$ cat config.mk
export PLATFORM = sky130hd
export DESIGN_NAME = gpu2d_bg_tile_mem_arbiter_flat
export DESIGN_NICKNAME = d
export VERILOG_FILES = /design/src/rtl/gpu2d_bg_tile_mem_arbiter_if.sv /design/src/rtl/gpu2d_bg_tile_mem_arbiter.sv /design/src/flat_wrapper.sv
export SDC_FILE = /design/constraint.sdc
export NUM_CORES = 1
export LEC_CHECK = 0
export ABC_AREA = 1
export CORE_AREA = 2 2 179 181
export CTS_BUF_LIST = sky130_fd_sc_hd__clkbuf_2
export DETAILED_ROUTE_END_ITERATION = 8
export DIE_AREA = 0 0 181 183
export PLACE_DENSITY_LB_ADDON = 0.2
export REMOVE_ABC_BUFFERS = 1
export SETUP_SLACK_MARGIN = 0.3
export SLEW_MARGIN = 10
export SYNTH_ARGS = -nofsm -noshare
export SYNTH_HDL_FRONTEND = slang
export SYNTH_SLANG_ARGS = --single-unit
$ cat constraint.sdc
create_clock -name clk -period 3.1 [get_ports clk]
set_input_delay 0.465 -clock clk [delete_from_list [all_inputs] [get_ports clk]]
set_output_delay 0.465 -clock clk [all_outputs]
set_load 0.03 [all_outputs]
$ cat src/rtl/gpu2d_bg_tile_mem_arbiter_if.sv
`default_nettype none
// ============================================================================
// Module   : gpu2d_bg_tile_mem_arbiter_if
// Brief    : Renderer read, CPU write and tile-RAM port bundle for the arbiter.
// Revision : 1.0
// ============================================================================
interface gpu2d_bg_tile_mem_arbiter_if #(
  parameter int ADDR_WIDTH  = 12,
  parameter int PX_WIDTH    = 6,
  parameter int PX_PER_WORD = 16
);
  localparam int c_WORD_W = PX_WIDTH * PX_PER_WORD;

  logic                   io_rndrRdValid;
  logic [ADDR_WIDTH-1:0]  io_rndrRdAddr;
  logic                   io_rndrRdReady;
  logic                   io_rndrRspValid;
  logic [c_WORD_W-1:0]    io_rndrRspData;

  logic                   io_cpuWrValid;
  logic [ADDR_WIDTH-1:0]  io_cpuWrAddr;
  logic [c_WORD_W-1:0]    io_cpuWrData;
  logic [PX_PER_WORD-1:0] io_cpuWrMask;
  logic                   io_cpuWrReady;
  logic                   io_busy;

  logic                   io_ramWrEn;
  logic [ADDR_WIDTH-1:0]  io_ramWrAddr;
  logic [c_WORD_W-1:0]    io_ramWrData;
  logic                   io_ramRdEn;
  logic [ADDR_WIDTH-1:0]  io_ramRdAddr;
  logic [c_WORD_W-1:0]    io_ramRdData;

  // The arbiter itself.
  modport slave (
    input  io_rndrRdValid, io_rndrRdAddr, io_cpuWrValid, io_cpuWrAddr,
           io_cpuWrData, io_cpuWrMask, io_ramRdData,
    output io_rndrRdReady, io_rndrRspValid, io_rndrRspData, io_cpuWrReady,
           io_busy, io_ramWrEn, io_ramWrAddr, io_ramWrData, io_ramRdEn,
           io_ramRdAddr
  );

  // Clients plus the RAM, seen from outside the arbiter.
  modport master (
    output io_rndrRdValid, io_rndrRdAddr, io_cpuWrValid, io_cpuWrAddr,
           io_cpuWrData, io_cpuWrMask, io_ramRdData,
    input  io_rndrRdReady, io_rndrRspValid, io_rndrRspData, io_cpuWrReady,
           io_busy, io_ramWrEn, io_ramWrAddr, io_ramWrData, io_ramRdEn,
           io_ramRdAddr
  );
endinterface
`default_nettype wire

$ cat src/rtl/gpu2d_bg_tile_mem_arbiter.sv
`default_nettype none
// ============================================================================
// Module   : gpu2d_bg_tile_mem_arbiter
// Brief    : Shares the BG tile RAM read port between renderer and CPU RMW.
// Revision : 1.0
// ============================================================================
module gpu2d_bg_tile_mem_arbiter #(
  parameter int ADDR_WIDTH   = 12,
  parameter int PX_WIDTH     = 6,
  parameter int PX_PER_WORD  = 16,
  parameter int STARVE_LIMIT = 8
) (
  input  wire logic                    clk,
  input  wire logic                    reset,
  gpu2d_bg_tile_mem_arbiter_if.slave   bus
);
  localparam int c_WORD_W = PX_WIDTH * PX_PER_WORD;
  localparam int c_CNT_W  = $clog2(STARVE_LIMIT + 1);
  localparam logic [c_CNT_W-1:0] c_LIMIT = c_CNT_W'(STARVE_LIMIT);

  typedef enum logic [1:0] {
    S_IDLE    = 2'd0,
    S_RD_REQ  = 2'd1,
    S_RD_WAIT = 2'd2
  } state_t;

  state_t                 state_q, state_d;
  logic [c_CNT_W-1:0]     starve_q, starve_d;
  logic [ADDR_WIDTH-1:0]  addr_q, addr_d;
  logic [c_WORD_W-1:0]    data_q, data_d;
  logic [PX_PER_WORD-1:0] mask_q, mask_d;
  logic                   rsp_valid_q;

  logic                   w_cpu_win;
  logic                   w_cpu_rd;
  logic                   w_cpu_ready;
  logic                   w_rndr_ready;
  logic                   w_rndr_hs;
  logic                   w_wr_en;
  logic [ADDR_WIDTH-1:0]  w_wr_addr;
  logic [c_WORD_W-1:0]    w_wr_data;
  logic [c_WORD_W-1:0]    w_merged;

  for (genvar gi = 0; gi < PX_PER_WORD; gi++) begin : g_merge
    assign w_merged[gi*PX_WIDTH +: PX_WIDTH] = mask_q[gi]
        ? data_q[gi*PX_WIDTH +: PX_WIDTH]
        : bus.io_ramRdData[gi*PX_WIDTH +: PX_WIDTH];
  end

  assign w_cpu_win = (state_q == S_RD_REQ) &&
                     (!bus.io_rndrRdValid || (starve_q == c_LIMIT));

  always_comb begin
    state_d     = state_q;
    starve_d    = starve_q;
    addr_d      = addr_q;
    data_d      = data_q;
    mask_d      = mask_q;
    w_cpu_rd    = 1'b0;
    w_cpu_ready = 1'b0;
    w_wr_en     = 1'b0;
    w_wr_addr   = bus.io_cpuWrAddr;
    w_wr_data   = bus.io_cpuWrData;
    unique case (state_q)
      S_IDLE: begin
        w_cpu_ready = 1'b1;
        if (bus.io_cpuWrValid) begin
          if (&bus.io_cpuWrMask) begin
            w_wr_en = 1'b1;
          end else if (|bus.io_cpuWrMask) begin
            addr_d  = bus.io_cpuWrAddr;
            data_d  = bus.io_cpuWrData;
            mask_d  = bus.io_cpuWrMask;
            state_d = S_RD_REQ;
          end
        end
      end
      S_RD_REQ: begin
        if (w_cpu_win) begin
          w_cpu_rd = 1'b1;
          starve_d = '0;
          state_d  = S_RD_WAIT;
        end else if (starve_q != c_LIMIT) begin
          starve_d = starve_q + 1'b1;
        end
      end
      S_RD_WAIT: begin
        w_wr_en   = 1'b1;
        w_wr_addr = addr_q;
        w_wr_data = w_merged;
        state_d   = S_IDLE;
      end
      default: state_d = S_IDLE;
    endcase
    // Nothing touches the RAM while reset is held; this also drops an RMW caught mid-flight.
    if (reset) begin
      w_cpu_rd    = 1'b0;
      w_cpu_ready = 1'b0;
      w_wr_en     = 1'b0;
    end
  end

  assign w_rndr_ready = !reset && !w_cpu_rd;
  assign w_rndr_hs    = bus.io_rndrRdValid && w_rndr_ready;

  always_ff @(posedge clk) begin
    if (reset) begin
      state_q     <= S_IDLE;
      starve_q    <= '0;
      addr_q      <= '0;
      data_q      <= '0;
      mask_q      <= '0;
      rsp_valid_q <= 1'b0;
    end else begin
      state_q     <= state_d;
      starve_q    <= starve_d;
      addr_q      <= addr_d;
      data_q      <= data_d;
      mask_q      <= mask_d;
      rsp_valid_q <= w_rndr_hs;
    end
  end

  assign bus.io_rndrRdReady  = w_rndr_ready;
  assign bus.io_rndrRspValid = rsp_valid_q;
  assign bus.io_rndrRspData  = bus.io_ramRdData;
  assign bus.io_cpuWrReady   = w_cpu_ready;
  assign bus.io_busy         = (state_q != S_IDLE);
  assign bus.io_ramWrEn      = w_wr_en;
  assign bus.io_ramWrAddr    = w_wr_addr;
  assign bus.io_ramWrData    = w_wr_data;
  assign bus.io_ramRdEn      = w_cpu_rd || w_rndr_hs;
  assign bus.io_ramRdAddr    = w_cpu_rd ? addr_q : bus.io_rndrRdAddr;
endmodule
`default_nettype wire
$ cat src/flat_wrapper.sv
// flat-port wrapper written by rule: the top's interface ports become plain ports
module gpu2d_bg_tile_mem_arbiter_flat 
#(
  parameter int ADDR_WIDTH   = 12,
  parameter int PX_WIDTH     = 6,
  parameter int PX_PER_WORD  = 16,
  parameter int STARVE_LIMIT = 8
)
  (clk, reset, bus_io_rndrRdValid, bus_io_rndrRdAddr, bus_io_cpuWrValid, bus_io_cpuWrAddr, bus_io_cpuWrData, bus_io_cpuWrMask, bus_io_ramRdData, bus_io_rndrRdReady, bus_io_rndrRspValid, bus_io_rndrRspData, bus_io_cpuWrReady, bus_io_busy, bus_io_ramWrEn, bus_io_ramWrAddr, bus_io_ramWrData, bus_io_ramRdEn, bus_io_ramRdAddr);
  gpu2d_bg_tile_mem_arbiter_if #(.ADDR_WIDTH(ADDR_WIDTH), .PX_WIDTH(PX_WIDTH), .PX_PER_WORD(PX_PER_WORD)) bus_i ();
  input  wire logic clk;
  input  wire logic reset;
  input wire logic [$bits(bus_i.io_rndrRdValid)-1:0] bus_io_rndrRdValid;
  input wire logic [$bits(bus_i.io_rndrRdAddr)-1:0] bus_io_rndrRdAddr;
  input wire logic [$bits(bus_i.io_cpuWrValid)-1:0] bus_io_cpuWrValid;
  input wire logic [$bits(bus_i.io_cpuWrAddr)-1:0] bus_io_cpuWrAddr;
  input wire logic [$bits(bus_i.io_cpuWrData)-1:0] bus_io_cpuWrData;
  input wire logic [$bits(bus_i.io_cpuWrMask)-1:0] bus_io_cpuWrMask;
  input wire logic [$bits(bus_i.io_ramRdData)-1:0] bus_io_ramRdData;
  output wire logic [$bits(bus_i.io_rndrRdReady)-1:0] bus_io_rndrRdReady;
  output wire logic [$bits(bus_i.io_rndrRspValid)-1:0] bus_io_rndrRspValid;
  output wire logic [$bits(bus_i.io_rndrRspData)-1:0] bus_io_rndrRspData;
  output wire logic [$bits(bus_i.io_cpuWrReady)-1:0] bus_io_cpuWrReady;
  output wire logic [$bits(bus_i.io_busy)-1:0] bus_io_busy;
  output wire logic [$bits(bus_i.io_ramWrEn)-1:0] bus_io_ramWrEn;
  output wire logic [$bits(bus_i.io_ramWrAddr)-1:0] bus_io_ramWrAddr;
  output wire logic [$bits(bus_i.io_ramWrData)-1:0] bus_io_ramWrData;
  output wire logic [$bits(bus_i.io_ramRdEn)-1:0] bus_io_ramRdEn;
  output wire logic [$bits(bus_i.io_ramRdAddr)-1:0] bus_io_ramRdAddr;
  assign bus_i.io_rndrRdValid = bus_io_rndrRdValid;
  assign bus_i.io_rndrRdAddr = bus_io_rndrRdAddr;
  assign bus_i.io_cpuWrValid = bus_io_cpuWrValid;
  assign bus_i.io_cpuWrAddr = bus_io_cpuWrAddr;
  assign bus_i.io_cpuWrData = bus_io_cpuWrData;
  assign bus_i.io_cpuWrMask = bus_io_cpuWrMask;
  assign bus_i.io_ramRdData = bus_io_ramRdData;
  assign bus_io_rndrRdReady = bus_i.io_rndrRdReady;
  assign bus_io_rndrRspValid = bus_i.io_rndrRspValid;
  assign bus_io_rndrRspData = bus_i.io_rndrRspData;
  assign bus_io_cpuWrReady = bus_i.io_cpuWrReady;
  assign bus_io_busy = bus_i.io_busy;
  assign bus_io_ramWrEn = bus_i.io_ramWrEn;
  assign bus_io_ramWrAddr = bus_i.io_ramWrAddr;
  assign bus_io_ramWrData = bus_i.io_ramWrData;
  assign bus_io_ramRdEn = bus_i.io_ramRdEn;
  assign bus_io_ramRdAddr = bus_i.io_ramRdAddr;
  gpu2d_bg_tile_mem_arbiter #(.ADDR_WIDTH(ADDR_WIDTH), .PX_WIDTH(PX_WIDTH), .PX_PER_WORD(PX_PER_WORD), .STARVE_LIMIT(STARVE_LIMIT)) u_core (.clk(clk), .reset(reset), .bus(bus_i));
endmodule
-- Word level (Yosys, flattened, before mapping)
Cells that the tools add are included.
- input bits: 236
- bits in registers: 131
- equality and inequality tests: 8
- bitwise logic cells: 1
- mux-type cells: 35
- reduce and logical (&&, ||, !) cells: 16
- add/subtract/negate cells: 1
- operator list (kind ; number):
    2-to-1 mux 6 bit ; 16
    2-to-1 mux 96 bit ; 1
    2-to-1 mux 12 bit ; 2
    AND reduction 16 bit ; 1
    OR reduction 16 bit ; 1
    2-to-1 mux 1 bit ; 8
    2-to-1 mux 2 bit ; 4
    2-to-1 mux 4 bit ; 2
    AND reduction 4 bit ; 2
    adder 4 x 1 -> 4 bit (second input constant) ; 1
    equality test 4 bit (second input constant) ; 1
    != test 2 x 1 -> 1 bit (second input constant) ; 2
    != test 2 bit (second input constant) ; 2
    != test 4 bit (second input constant) ; 1
    one-hot mux 2 bit (2 select lines) ; 1
    nonzero test 2 bit ; 2
    logical AND 1 bit ; 3
    logical NOT 1 bit ; 3
    equality test 2 x 1 -> 1 bit (second input constant) ; 1
    equality test 2 bit (second input constant) ; 1
    logical NOT 2 bit ; 1
    logical OR 1 bit ; 2
    one-hot mux 1 bit (2 select lines) ; 1
    AND reduction 2 bit ; 1
    NOT 1 bit ; 1

-- Longest topological paths before layout
Gate-level depths: netlist of the first run.
- word-level depth: 10
- depth in mapped cells: 10

-- Least setup slack after synthesis of the first run
No wires, ideal clock.
- kind: reg2out
- from: register u_core.starve_q[0]
- to: output bus_io_ramRdEn
- arrival: 2.109 ns
- required time: 2.635 ns
- path slack: 0.526 ns
- cell stages (with the launch flop): 10
- cell sequence: dfxtp_1 inv_1 ha_1 nand3_1 nand2_1 inv_1 nor2_1 nor2_1 inv_1 o21ai_0
- longest elaborated chain between the ends: 10
- RTL lines (item ; line ; RTL):
    start, declared ; gpu2d_bg_tile_mem_arbiter.sv:28 ; logic [c_CNT_W-1:0] starve_q, starve_d;
    start signal, assigned ; gpu2d_bg_tile_mem_arbiter.sv:116 ; starve_q <= starve_d;
    equality test 4 bit ; gpu2d_bg_tile_mem_arbiter.sv:51 ; (!bus.io_rndrRdValid || (starve_q == c_LIMIT));
    logical OR 1 bit ; gpu2d_bg_tile_mem_arbiter.sv:51 ;
    logical AND 1 bit ; gpu2d_bg_tile_mem_arbiter.sv:50 ; assign w_cpu_win = (state_q == S_RD_REQ) &&
    2-to-1 mux 1 bit ; gpu2d_bg_tile_mem_arbiter.sv:79 ; if (w_cpu_win) begin
    2-to-1 mux 1 bit ; gpu2d_bg_tile_mem_arbiter.sv:64 ; unique case (state_q)
    2-to-1 mux 1 bit ; gpu2d_bg_tile_mem_arbiter.sv:96 ; if (reset) begin
    logical NOT 1 bit ; gpu2d_bg_tile_mem_arbiter.sv:103 ; assign w_rndr_ready = !reset && !w_cpu_rd;
    logical AND 1 bit ; gpu2d_bg_tile_mem_arbiter.sv:103 ;
    net bus_io_rndrRdReady ; flat_wrapper.sv:20 ; output wire logic [$bits(bus_i.io_rndrRdReady)-1:0] bus_io_rndrRdReady;
    logical AND 1 bit ; gpu2d_bg_tile_mem_arbiter.sv:104 ; assign w_rndr_hs = bus.io_rndrRdValid && w_rndr_ready;
    logical OR 1 bit ; gpu2d_bg_tile_mem_arbiter.sv:132 ; assign bus.io_ramRdEn = w_cpu_rd || w_rndr_hs;
    end, declared ; flat_wrapper.sv:28 ; output wire logic [$bits(bus_i.io_ramRdEn)-1:0] bus_io_ramRdEn;
The timed path passes the listed nets, and every way through them passes these cells.

-- Worst setup path after layout of the first run
- from: register u_core.starve_q[0]
- to: output bus_io_ramRdAddr[7]
- longest elaborated chain between the ends: 7
- RTL lines (item ; line ; RTL):
    equality test 4 bit ; gpu2d_bg_tile_mem_arbiter.sv:51 ;
    logical OR 1 bit ; gpu2d_bg_tile_mem_arbiter.sv:51 ;
    logical AND 1 bit ; gpu2d_bg_tile_mem_arbiter.sv:50 ;
    2-to-1 mux 1 bit ; gpu2d_bg_tile_mem_arbiter.sv:79 ;
    2-to-1 mux 1 bit ; gpu2d_bg_tile_mem_arbiter.sv:64 ;
    2-to-1 mux 1 bit ; gpu2d_bg_tile_mem_arbiter.sv:96 ;
    2-to-1 mux 12 bit ; gpu2d_bg_tile_mem_arbiter.sv:133 ; assign bus.io_ramRdAddr = w_cpu_rd ? addr_q : bus.io_rndrRdAddr;
    end, declared ; flat_wrapper.sv:29 ; output wire logic [$bits(bus_i.io_ramRdAddr)-1:0] bus_io_ramRdAddr;
Every way passes these cells.

==> results of run 1 <==
-- sequential cells by signal (all words and copies together), names as in the netlist --
name,cells
u_core.addr_q,12
u_core.mask_q,16
u_core.starve_q,4
u_core.state_q,2
u_core.data_q,96
u_core.bus.io_rndrRspValid,1
-- metrics by stage --
step                      setup TNS [ns]  std cells  cell area, sq um   util
after global placement                 0       2068             12300  0.395
final                                  0       2111             12800  0.409
after detailed placement               0       2068             12300  0.395
after CTS                              0       2102             12600  0.405
after global routing                   0       2110             12800  0.409
after floorplan                   -47.35       1195              7250      -
-- timing repair --
action | 4_1_cts | 5_1_grt
resized for setup | 81 | 62
endpoints found under the hold margin | 0 | 0
pin swaps | 0 | 3
setup endpoints to repair | 119 | 108
cloned | 1 | 3
buffers inserted | 1 | 4
-- cells in the final DEF (no fill, tap or decap), types with 5 or more instances in the layout --
cell and n:
sky130_fd_sc_hd__buf_4 88, sky130_fd_sc_hd__dlygate4sd2_1 16, sky130_fd_sc_hd__nor2_4 5, sky130_fd_sc_hd__nand2_1 170, sky130_fd_sc_hd__clkdlybuf4s15_1 7, sky130_fd_sc_hd__o21ai_1 52, sky130_fd_sc_hd__inv_6 5, sky130_fd_sc_hd__o21ai_0 63
sky130_fd_sc_hd__clkbuf_2 21, sky130_fd_sc_hd__inv_1 157, sky130_fd_sc_hd__nand3_1 126, sky130_fd_sc_hd__buf_2 9, sky130_fd_sc_hd__buf_6 5, sky130_fd_sc_hd__nor2_1 360, sky130_fd_sc_hd__o22ai_1 94, sky130_fd_sc_hd__inv_2 6
sky130_fd_sc_hd__buf_12 11, sky130_fd_sc_hd__o21ai_2 5, sky130_fd_sc_hd__dfxtp_1 127, sky130_fd_sc_hd__clkdlybuf4s50_1 333, sky130_fd_sc_hd__a21oi_1 5
-- how the worst max path moves through the flow --
stage	endpoint	slack, ns	startpoint	depth (start not counted)
floorplan	bus_io_ramRdAddr[0]	-1.30	reset	3
global placement	u_core.mask_q[4]	0.54	bus_io_cpuWrMask[9]	10
detailed placement	u_core.data_q[50]	0.55	bus_io_cpuWrMask[9]	10
CTS	bus_io_ramWrData[49]	0.16	u_core.state_q[0]	8
global route	bus_io_ramWrAddr[4]	0.27	u_core.state_q[0]	6
finish	bus_io_ramRdAddr[7]	0.45	u_core.starve_q[0]	10
-- cell families after synthesis --
| group | Yosys count | share of synthesized area |
|---|---|---|
| simple gates | 672 | 0.323 |
| fa+ha+maj | 2 | 0.00297 |
| xor+xnor | 1 | 0.00104 |
| flops | 131 | 0.311 |
| compound gates | 224 | 0.149 |
| buf+inv | 339 | 0.212 |
-- critical path: stages (launching register included) --
cell	delay (ns)
sky130_fd_sc_hd__dfxtp_2	0.39
sky130_fd_sc_hd__inv_2	0.07
sky130_fd_sc_hd__ha_4	0.13
sky130_fd_sc_hd__nand3_2	0.07
sky130_fd_sc_hd__nand2_2	0.07
sky130_fd_sc_hd__inv_2	0.04
sky130_fd_sc_hd__nor2_4	0.12
sky130_fd_sc_hd__nand2_4	0.10
sky130_fd_sc_hd__clkbuf_16	0.18
sky130_fd_sc_hd__o21ai_2	0.18
sky130_fd_sc_hd__buf_6	0.16
-- area by class of cell --
class | instances | area [sq um]
Antenna cell | 2 | 5.00
Clock inverter | 14 | 105
Sequential cell | 131 | 2630
Clock buffer | 18 | 90.1
Fill cell | 3386 | 18500
Multi-Input combinational cell | 899 | 4120
Timing Repair inverter | 1 | 8.76
Inverter | 165 | 638
Timing Repair Buffer | 479 | 4670
Tap cell | 402 | 503
-- report_power, final --
group	leakage (nW)	switching, W	internal, W
sequential	1.09	0.000109	0.00183
combinational	4.69	0.00102	0.000779
clock	0.115	0.000727	0.000218
-- per-layer routing --
layer | track usage | vias to the layer above
li1 | - | 4919
met1 | 0.226 | 4384
met2 | 0.319 | 312
met3 | 0.0433 | 25
met4 | 0.0514 | 0
met5 | 0 | -
==> metrics.txt, run 1 <==
# TYPE chip_impl_metric gauge
chip_impl_info{name="r2r_start",value="u_core.state_q[1]"} 1
chip_impl_metric{name="syn-cell-area",unit="sq mm"} 0.00842
chip_impl_metric{name="boundary_pins",unit=""} 458
chip_impl_info{name="status",value="finished clean"} 1
chip_impl_metric{name="drtPass1Iterations",unit=""} 4
chip_impl_metric{name="synth_edf_count",unit=""} 0
chip_impl_metric{name="route.met2.wl",unit="um"} 15400
chip_impl_info{name="min-delay-path-class",value="in2reg"} 1
chip_impl_metric{name="tcrit_tclk_final",unit=""} 0.855
chip_impl_metric{name="post-route-worst-setup-slack",unit="ns"} 0.450
chip_impl_metric{name="post_route_cells_drive_above_1_share",unit=""} 0.112
chip_impl_metric{name="grt_first_pass_wirelength",unit="um"} 49100
chip_impl_metric{name="grt_start_max_net_pins",unit=""} 124
chip_impl_metric{name="ys_seq_area_frac",unit=""} 0.311
chip_impl_metric{name="grt_overflow_total",unit=""} 0
chip_impl_metric{name="max_clock_freq",unit="MHz"} 377
chip_impl_info{name="rsz0062_at_grt",value="yes"} 1
chip_impl_metric{name="layout_min_cycle_time",unit="ns"} 2.65
chip_impl_metric{name="floorplan.initialDensity",unit=""} 0.270
chip_impl_info{name="cts-root-buf",value="sky130_fd_sc_hd__clkbuf_2"} 1
chip_impl_metric{name="port_buffers",unit=""} 457
chip_impl_metric{name="timing_max_transition_violations_final",unit=""} 0
chip_impl_metric{name="maxSlewHeadroom",unit=""} 0.525
chip_impl_metric{name="p_per_area",unit="mW/mm^2"} 367
chip_impl_metric{name="drt_wl_total",unit="um"} 31900
chip_impl_metric{name="die-area",unit="sq mm"} 0.0331
chip_impl_metric{name="ctsHtreeMaxLevel",unit=""} 4
chip_impl_metric{name="synth_cells",unit=""} 1369
chip_impl_metric{name="drc_errors",unit=""} 0
chip_impl_metric{name="timing.critical_path.arrival",unit="ns"} 2.18
chip_impl_metric{name="hold_viol_final",unit=""} 0
chip_impl_info{name="hold-path-endpoint",value="u_core.bus.io_rndrRspValid"} 1
chip_impl_metric{name="worst_skew_pair.late_latency",unit="ns"} 0.67
chip_impl_info{name="yosys.area.top_type",value="sky130_fd_sc_hd__dfxtp_1"} 1
chip_impl_metric{name="cp_max_fo",unit=""} 6
chip_impl_metric{name="vias_in_the_first_global_route",unit=""} 9292
chip_impl_metric{name="post-layout-total-power",unit="W"} 0.00469
chip_impl_info{name="ys_dominant_reg_cell",value="sky130_fd_sc_hd__dfxtp_1"} 1
chip_impl_metric{name="post_synth_num_cell_types",unit=""} 23
chip_impl_info{name="synth_top_cells_by_area",value="sky130_fd_sc_hd__dfxtp_1 31%, sky130_fd_sc_hd__nor2_1 16%, sky130_fd_sc_hd__buf_4 9.5%, sky130_fd_sc_hd__nand2_1 7.8%, sky130_fd_sc_hd__nand3_1 7.5%"} 1
chip_impl_info{name="capturing_point_of_the_worst_reg2reg_path",value="u_core.data_q[42]"} 1
chip_impl_metric{name="synth_top_cell_area_share",unit=""} 0.311
chip_impl_metric{name="floorplan.rows",unit=""} 65
chip_impl_info{name="synth.cells.most_frequent",value="361 x sky130_fd_sc_hd__nor2_1, 175 x sky130_fd_sc_hd__nand2_1, 161 x sky130_fd_sc_hd__inv_1"} 1
chip_impl_metric{name="postRouteAntennaNets",unit=""} 0
chip_impl_metric{name="finalHoldWorstSlack",unit="ns"} 0.377
chip_impl_metric{name="route.met3.wl",unit="um"} 1990
chip_impl_metric{name="reg2reg_slack",unit="ns"} 1.18
chip_impl_metric{name="area.growth.synth_to_final",unit="%"} 51.7
chip_impl_metric{name="clk_transition_reported_paths",unit="ns"} 0.24
chip_impl_metric{name="drv_cap",unit=""} 0
chip_impl_metric{name="drtIter0Drc",unit=""} 503
chip_impl_info{name="crit_path_end_kind",value="primary output"} 1
chip_impl_metric{name="tightest_slew",unit="ns"} 0.713
chip_impl_metric{name="cts.hold.buffers_added",unit=""} 0
chip_impl_metric{name="worst_r2r_path_depth",unit=""} 7
chip_impl_metric{name="placeable_core_region",unit="sq mm"} 0.0312
chip_impl_metric{name="dp_slack",unit="ns"} 0.546
chip_impl_info{name="yosysMostFrequentCell",value="sky130_fd_sc_hd__nor2_1"} 1
chip_impl_metric{name="clock_sink_count",unit=""} 131
chip_impl_metric{name="setup_viol_count_final",unit=""} 0
chip_impl_metric{name="total_leakage_power",unit="nW"} 5.89
chip_impl_metric{name="yosys_register_bits",unit=""} 131
chip_impl_metric{name="cts_max_path_buffers",unit=""} 2
chip_impl_metric{name="dp_hpwl",unit="um"} 22300
chip_impl_metric{name="antenna_found_initial",unit=""} 1
chip_impl_metric{name="ys_warn_count",unit=""} 0
chip_impl_metric{name="met1_length",unit="um"} 14000
chip_impl_info{name="timing.critical_path.from_type",value="flop"} 1
chip_impl_metric{name="synth-async-reset-ratio",unit=""} 0
chip_impl_info{name="highest-signal-layer",value="met4"} 1
chip_impl_metric{name="power.ir.vdd_worst",unit="mV"} 0.212
chip_impl_metric{name="routed_wire_length_per_instance",unit="um"} 15.1
chip_impl_metric{name="vias",unit=""} 9640
chip_impl_metric{name="fin_nets",unit=""} 1932
chip_impl_info{name="tritoncts",value="built"} 1
chip_impl_metric{name="cts_inserted_buffers",unit=""} 17
chip_impl_metric{name="finalWeightedCongestion",unit=""} 0.779
chip_impl_info{name="timing_worst_setup_path_type",value="reg2out"} 1
chip_impl_metric{name="vias_per_cell",unit=""} 4.57
chip_impl_metric{name="chipHeight",unit="um"} 183
chip_impl_metric{name="min_delay_path_depth",unit=""} 3
chip_impl_metric{name="finClkSkew",unit="ns"} 0.0515
chip_impl_metric{name="dieWidth",unit="um"} 181
chip_impl_metric{name="post_synth.cell_area_avg",unit="sq um"} 6.15
chip_impl_metric{name="required",unit="ns"} 2.63
chip_impl_info{name="hp-start",value="bus_io_rndrRdValid"} 1
chip_impl_metric{name="globalRouteTotalUtil",unit=""} 0.183
Note: power is estimated with default switching activity, not from simulation.
==> inputs of run 2 (changes only) <==
SKIP_LAST_GASP = 1   (was default)
==> results of run 2 <==
Final layout, timing and power as in run 1 (identical DEF).
==> inputs of run 3 (changes only) <==
CAP_MARGIN = 30   (was default)
MAX_ROUTING_LAYER = met4   (was default)
==> metrics.txt, run 3 (synthesis results as in run 1) <==
# TYPE chip_impl_metric gauge
chip_impl_metric{name="antenna_found_initial",unit=""} 1
chip_impl_metric{name="globalRouteTotalUtil",unit=""} 0.189
chip_impl_metric{name="power.sequential.fraction",unit=""} 0.414
chip_impl_metric{name="power.ir.vdd_worst",unit="mV"} 0.215
chip_impl_info{name="reg.largest.list",value="u_core.data_q (96), u_core.mask_q (16), u_core.addr_q (12)"} 1
chip_impl_info{name="largest_register_by_flop_count",value="u_core.data_q"} 1
chip_impl_metric{name="drv_cap",unit=""} 0
chip_impl_metric{name="drc_errors",unit=""} 0
chip_impl_metric{name="cts.hold.buffers_added",unit=""} 0
chip_impl_metric{name="area.growth.synth_to_final",unit="%"} 51.7
chip_impl_metric{name="grt_start_max_net_pins",unit=""} 124
chip_impl_metric{name="placeable_core_region",unit="sq mm"} 0.0312
chip_impl_metric{name="clk_transition_reported_paths",unit="ns"} 0.24
chip_impl_metric{name="drtPass1Iterations",unit=""} 5
chip_impl_info{name="crit_path_end_kind",value="primary output"} 1
chip_impl_metric{name="internal_pwr_total",unit="W"} 0.00283
chip_impl_metric{name="multi_input_area",unit="sq mm"} 0.00414
chip_impl_metric{name="drt_wl_total",unit="um"} 31900
chip_impl_info{name="worstPathCellList",value="inv_2 > ha_4 > nand3_2 > nand2_2 > inv_2 > nor2_4 > nand2_4 > clkbuf_16 > o21ai_4 > buf_6"} 1
chip_impl_metric{name="vias_per_cell",unit=""} 4.58
chip_impl_metric{name="floorplan.initialDensity",unit=""} 0.270
chip_impl_metric{name="grt_first_pass_wirelength",unit="um"} 49100
chip_impl_metric{name="post_route_cells_drive_above_1_share",unit=""} 0.120
chip_impl_metric{name="floorplan.rows",unit=""} 65
chip_impl_info{name="status",value="finished clean"} 1
chip_impl_metric{name="finalWeightedCongestion",unit=""} 0.790
chip_impl_metric{name="vias_in_the_first_global_route",unit=""} 9286
chip_impl_metric{name="highest_cell_delay_on_the_worst_timing_path",unit="ns"} 0.39
chip_impl_info{name="timing_worst_setup_path_type",value="reg2out"} 1
chip_impl_info{name="cp_slowest_cell",value="sky130_fd_sc_hd__dfxtp_2"} 1
chip_impl_metric{name="finClkSkew",unit="ns"} 0.0497
chip_impl_metric{name="port_buffers",unit=""} 457
chip_impl_info{name="min-delay-path-class",value="in2reg"} 1
chip_impl_metric{name="largest_register_ffs",unit=""} 96
chip_impl_metric{name="hold_viol_final",unit=""} 0
chip_impl_metric{name="p_per_area",unit="mW/mm^2"} 367
chip_impl_metric{name="dp_hpwl",unit="um"} 22300
chip_impl_metric{name="fillerInstances",unit=""} 3387
chip_impl_metric{name="maxSlewHeadroom",unit=""} 0.528
chip_impl_metric{name="timing.critical_path.arrival",unit="ns"} 2.19
chip_impl_metric{name="layout_min_cycle_time",unit="ns"} 2.66
chip_impl_metric{name="timing_max_transition_violations_final",unit=""} 0
chip_impl_metric{name="power.share.clock",unit=""} 0.202
chip_impl_metric{name="vias",unit=""} 9663
chip_impl_metric{name="drtIter0Drc",unit=""} 534
chip_impl_metric{name="worst_skew_pair.late_latency",unit="ns"} 0.66
chip_impl_metric{name="area.sequential",unit="sq mm"} 0.00263
chip_impl_info{name="rsz0062_at_grt",value="yes"} 1
chip_impl_metric{name="cp_max_fo",unit=""} 6
chip_impl_metric{name="layout.cells.non_filler",unit=""} 2111
chip_impl_metric{name="dp_slack",unit="ns"} 0.546
chip_impl_metric{name="fin_nets",unit=""} 1932
chip_impl_info{name="tritoncts",value="built"} 1
chip_impl_metric{name="clock_sink_count",unit=""} 131
chip_impl_metric{name="cts_max_path_buffers",unit=""} 2
chip_impl_metric{name="switching_share",unit=""} 0.397
chip_impl_metric{name="cts_inserted_buffers",unit=""} 17
chip_impl_metric{name="routed_wire_length_per_instance",unit="um"} 15.1
chip_impl_metric{name="dieWidth",unit="um"} 181
chip_impl_metric{name="setup_viol_count_final",unit=""} 0
chip_impl_metric{name="boundary_pins",unit=""} 458
chip_impl_info{name="layout_common_cells",value="360 x sky130_fd_sc_hd__nor2_1, 333 x sky130_fd_sc_hd__clkdlybuf4s50_1, 168 x sky130_fd_sc_hd__nand2_1"} 1
chip_impl_metric{name="post-route-worst-setup-slack",unit="ns"} 0.443
chip_impl_metric{name="required",unit="ns"} 2.63
chip_impl_metric{name="ctsHtreeMaxLevel",unit=""} 4
chip_impl_info{name="layout.cells.most_common",value="sky130_fd_sc_hd__nor2_1"} 1
chip_impl_metric{name="tightest_slew",unit="ns"} 0.708
chip_impl_metric{name="tcrit_tclk_final",unit=""} 0.857
chip_impl_metric{name="post-place-cells",unit=""} 2068
chip_impl_metric{name="finalHoldWorstSlack",unit="ns"} 0.379
chip_impl_metric{name="total_leakage_power",unit="nW"} 5.90
chip_impl_metric{name="grt_overflow_total",unit=""} 0
chip_impl_metric{name="chipHeight",unit="um"} 183
chip_impl_metric{name="combPwrFrac",unit=""} 0.384
chip_impl_info{name="critical-path-top-cell-by-count",value="sky130_fd_sc_hd__inv_2"} 1
chip_impl_info{name="timing.critical_path.from_type",value="flop"} 1
chip_impl_metric{name="die-area",unit="sq mm"} 0.0331
chip_impl_metric{name="max_clock_freq",unit="MHz"} 376
chip_impl_info{name="cts-root-buf",value="sky130_fd_sc_hd__clkbuf_2"} 1
chip_impl_metric{name="p_sw",unit="W"} 0.00186
chip_impl_metric{name="postRouteAntennaNets",unit=""} 0
## run 3: cell types whose count changed in the layout (fill, tap and decap cells not counted), sizes merged
cell | previous run | this run
dlygate4sd2 | 16 | 12
clkbuf | 22 | 31
clkdlybuf4s18 | 2 | 1
clkdlybuf4s15 | 7 | 4
buf | 115 | 114
## run 3: power groups by stage
stage / sequential [W] / clock, W / combinational, W
CTS: 0.00194 / 0.00102 / 0.00180
global route: 0.00196 / 0.00109 / 0.00196
finish: 0.00194 / 0.000947 / 0.00180
detailed placement: 0.00198 / 0 / 0.00180
floorplan: 0.00194 / 0 / 0.000825
global placement: 0.00197 / 0 / 0.00180
## run 3: metrics by stage
stage          total power [W]   util  setup TNS, ns  cell area (sq um)
2_1_floorplan          0.00277      -         -47.35               7250
3_3_place_gp           0.00377  0.395              0              12300
3_5_place_dp           0.00378  0.395              0              12300
4_1_cts                0.00477  0.405              0              12600
5_1_grt                0.00502  0.409              0              12800
6_report               0.00469  0.409              0              12800
## run 3: timing repair
action                                  4_1_cts  5_1_grt
buffers inserted                              1        4
gates resized for setup                      81       81
endpoints found under the setup margin      119      106
gates cloned                                  1        3
pin swaps                                     0        3
## run 3: worst max-delay path: cells and delay by family (launching register included)
kind / cells / cell delay, ns
buffers and inverters: 4 / 0.45
AO/OA/AOI/OAI: 1 / 0.18
adder cells (fa/ha/maj): 1 / 0.12
AND/OR/NAND/NOR: 4 / 0.36
flip-flops: 1 / 0.39
## run 3: layout make-up
class / count / share of cell area
antenna: 2 / 0.000392
clock buffer: 18 / 0.00705
clock inverter: 14 / 0.00823
inverter: 165 / 0.0499
multi-input combinational: 899 / 0.324
sequential: 131 / 0.206
tap: 402 / 0.0394
timing repair buffer: 479 / 0.364
timing repair inverter: 1 / 0.000685
## run 3: final timing paths
kind / slack, ns / cells after the start / startpoint / end
hold reg to reg: 0.48 / 2 / u_core.starve_q[2] / u_core.starve_q[2]
setup / recovery: 0.44 / 10 / u_core.starve_q[1] / bus_io_ramRdAddr[7]
setup reg to reg: 1.20 / 7 / u_core.state_q[1] / u_core.data_q[42]
hold / removal: 0.38 / 3 / bus_io_rndrRdValid / u_core.bus.io_rndrRspValid
## run 3: per-layer routing
layer  global-route usage  vias to the layer above  wire (um)
met5                    -                        -          0
met4               0.0514                        0        529
met3               0.0371                       26       1820
met2                0.319                      308      15400
met1                0.230                     4411      14100
li1                     -                     4918          -
==> RTL change (flow settings as in run 2) <==
`data_q` no longer has a reset.
--- a/src/rtl/gpu2d_bg_tile_mem_arbiter.sv
+++ b/src/rtl/gpu2d_bg_tile_mem_arbiter.sv
@@ -110,3 +110,2 @@
       addr_q      <= '0;
-      data_q      <= '0;
       mask_q      <= '0;
@@ -117,3 +116,2 @@
       addr_q      <= addr_d;
-      data_q      <= data_d;
       mask_q      <= mask_d;
@@ -121,2 +119,6 @@
     end
+  end
+
+  always_ff @(posedge clk) begin
+    data_q <= data_d;
   end
Check against the original RTL: not settled (the Yosys comparison gave no result); the edit may change what the design does.
==> RTL change against run 2 <==
Wire length is 5.0% lower. Highest routed layer unchanged. Sequential cell count stayed put. Power is 5.2% higher. Die area stayed put. Critical endpoint is now bus_io_ramRdAddr[10]. Utilization is 1.7 points lower. Critical path type unchanged. Area after synthesis is 10% lower. Fmax is 2.0% lower. Via count is 22% lower. Final area is 4.1% lower. Setup slack worse by 55 ps.
==> RTL change: results (changes against run 2) <==
metric,value,unit,change
status,finished clean,,
clock-root-buffer,clkbuf_2,,
first_pass_iters,4,,unchanged
critPathTopFamily,buffers and inverters,,
cp.arrival,2240,ps,+60 ps
crit_fanout,6,,unchanged
synth-adder-area-share,0.00330,,+0.000333
ys_seq_area_frac,0.473,,+0.162
rrSetupSlack,1000,ps,-180 ps
synth-edff-count,96,,+96
period_needed,2710,ps,+55.4 ps
hp-class,in2reg,,
synth_area_leaders,"edfxtp_1 38%, a21oi_1 13%, buf_4 9.8%",,
grt_pass1_vias,7453,,-20%
worst-r2r-cell-count,4,,-3
slowest_delay,380,ps,
track_usage,0.169,,-0.0147
endpoint,bus_io_ramRdAddr[10],,
cts_inserted_buffers,17,,unchanged
drt-initial-drc-count,345,,-31%
grt_pass1_wl,43400,µm,-12%
skew,39.9,ps,-11.6 ps
worstHoldStart,bus_io_cpuWrData[52],,
p_leak,4.80,nW,-19%
grt_max_degree,62,,-50%
hold_path_depth,1,,-2
worst_pin_slew,848,ps,+136 ps
reg2reg_from,u_core.state_q[1],,
htreeDepth,4,,unchanged
dr_total_vias,7542,,-22%
async_flop_share,0,,unchanged
synth-compound-area-share,0.148,,-0.00113
fin_nets,1548,,-20%
synth-main-ff-cell,edfxtp_1,,
synth_top_cells_by_count,"198 x a21oi_1, 164 x nand2_1, 163 x nor2_1",,
antenna_found_initial,1,,unchanged
rr_endpoint,u_core.data_q[25],,
wl,30300,µm,-5.0%
power_frac_comb,0.309,,-0.075
drive_above_1_share,0.173,,+0.0613
numPortBuffers,457,,unchanged
hold_slack,299,ps,-78.7 ps
hold_end,u_core.data_q[52],,
seqPwrFrac,0.424,,+0.010
ir_drop,0.215,mV,+1.5%
power_switching,1.65,mW,-11%
critPathLaunch,u_core.starve_q[1],,
gp_congestion,0.807,,+3.6%
hpwl,20900,µm,-6.1%
seq_power,2.09,mW,+8%
synthXorXnorAreaFrac,0.00116,,+0.000117
dp_slack,170,ps,-377 ps
synthMuxAreaShare,0,,unchanged
yosysUniqueCellTypes,22,,-4.3%
fillCellCount,3234,,-4.5%
worstSkewPairLatency,710,ps,+40 ps
cts.reportedPaths.clkPinSlew,260,ps,+20 ps
-- RTL change: changes by cell type after synthesis, sizes merged, moves of 95 or more --
cell    change
a21oi     +192
dfxtp      -96
edfxtp     +96
inv        -96
nand3      -95
nor2      -192
o21ai      -96
o22ai      -96
-- RTL change: per-layer routing --
| layer | GRT usage | routed length, µm | up-vias |
|---|---|---|---|
| met3 | 0.0320 | 1610 | 9 |
| li1 | - | - | 3764 |
| met2 | 0.300 | 15400 | 256 |
| met5 | 0 | 0 | - |
| met1 | 0.214 | 13000 | 3513 |
| met4 | 0.0341 | 238 | 0 |
-- RTL change: timing repair --
action | in CTS | in global routing
gates cloned | 2 | 4
setup buffers | 0 | 7
endpoints found under the hold margin | 0 | 0
pin swaps | 1 | 3
resized for setup | 272 | 109
hold buffers | 0 | 0
endpoints found under the setup margin | 121 | 102
-- RTL change: through the flow --
| step | cells | area, µm² | setup TNS (ps) |
|---|---|---|---|
| after floorplan | 810 | 6580 | -501820 |
| final | 1725 | 12200 | 0 |
| after global placement | 1680 | 11800 | 0 |
| after detailed placement | 1680 | 11800 | 0 |
| after CTS | 1713 | 12200 | 0 |
| after global routing | 1725 | 12200 | 0 |
-- RTL change: final cells by class --
cell class / instances / area, µm² / share of cell area
Antenna cell: 1 / 2.50 / 0.000204
Clock buffer: 18 / 90.1 / 0.00736
Timing Repair Buffer: 479 / 4690 / 0.383
Tap cell: 402 / 503 / 0.0411
Sequential cell: 131 / 3590 / 0.293
Inverter: 69 / 272 / 0.0222
Clock inverter: 13 / 210 / 0.0172
Multi-Input combinational cell: 612 / 2890 / 0.236
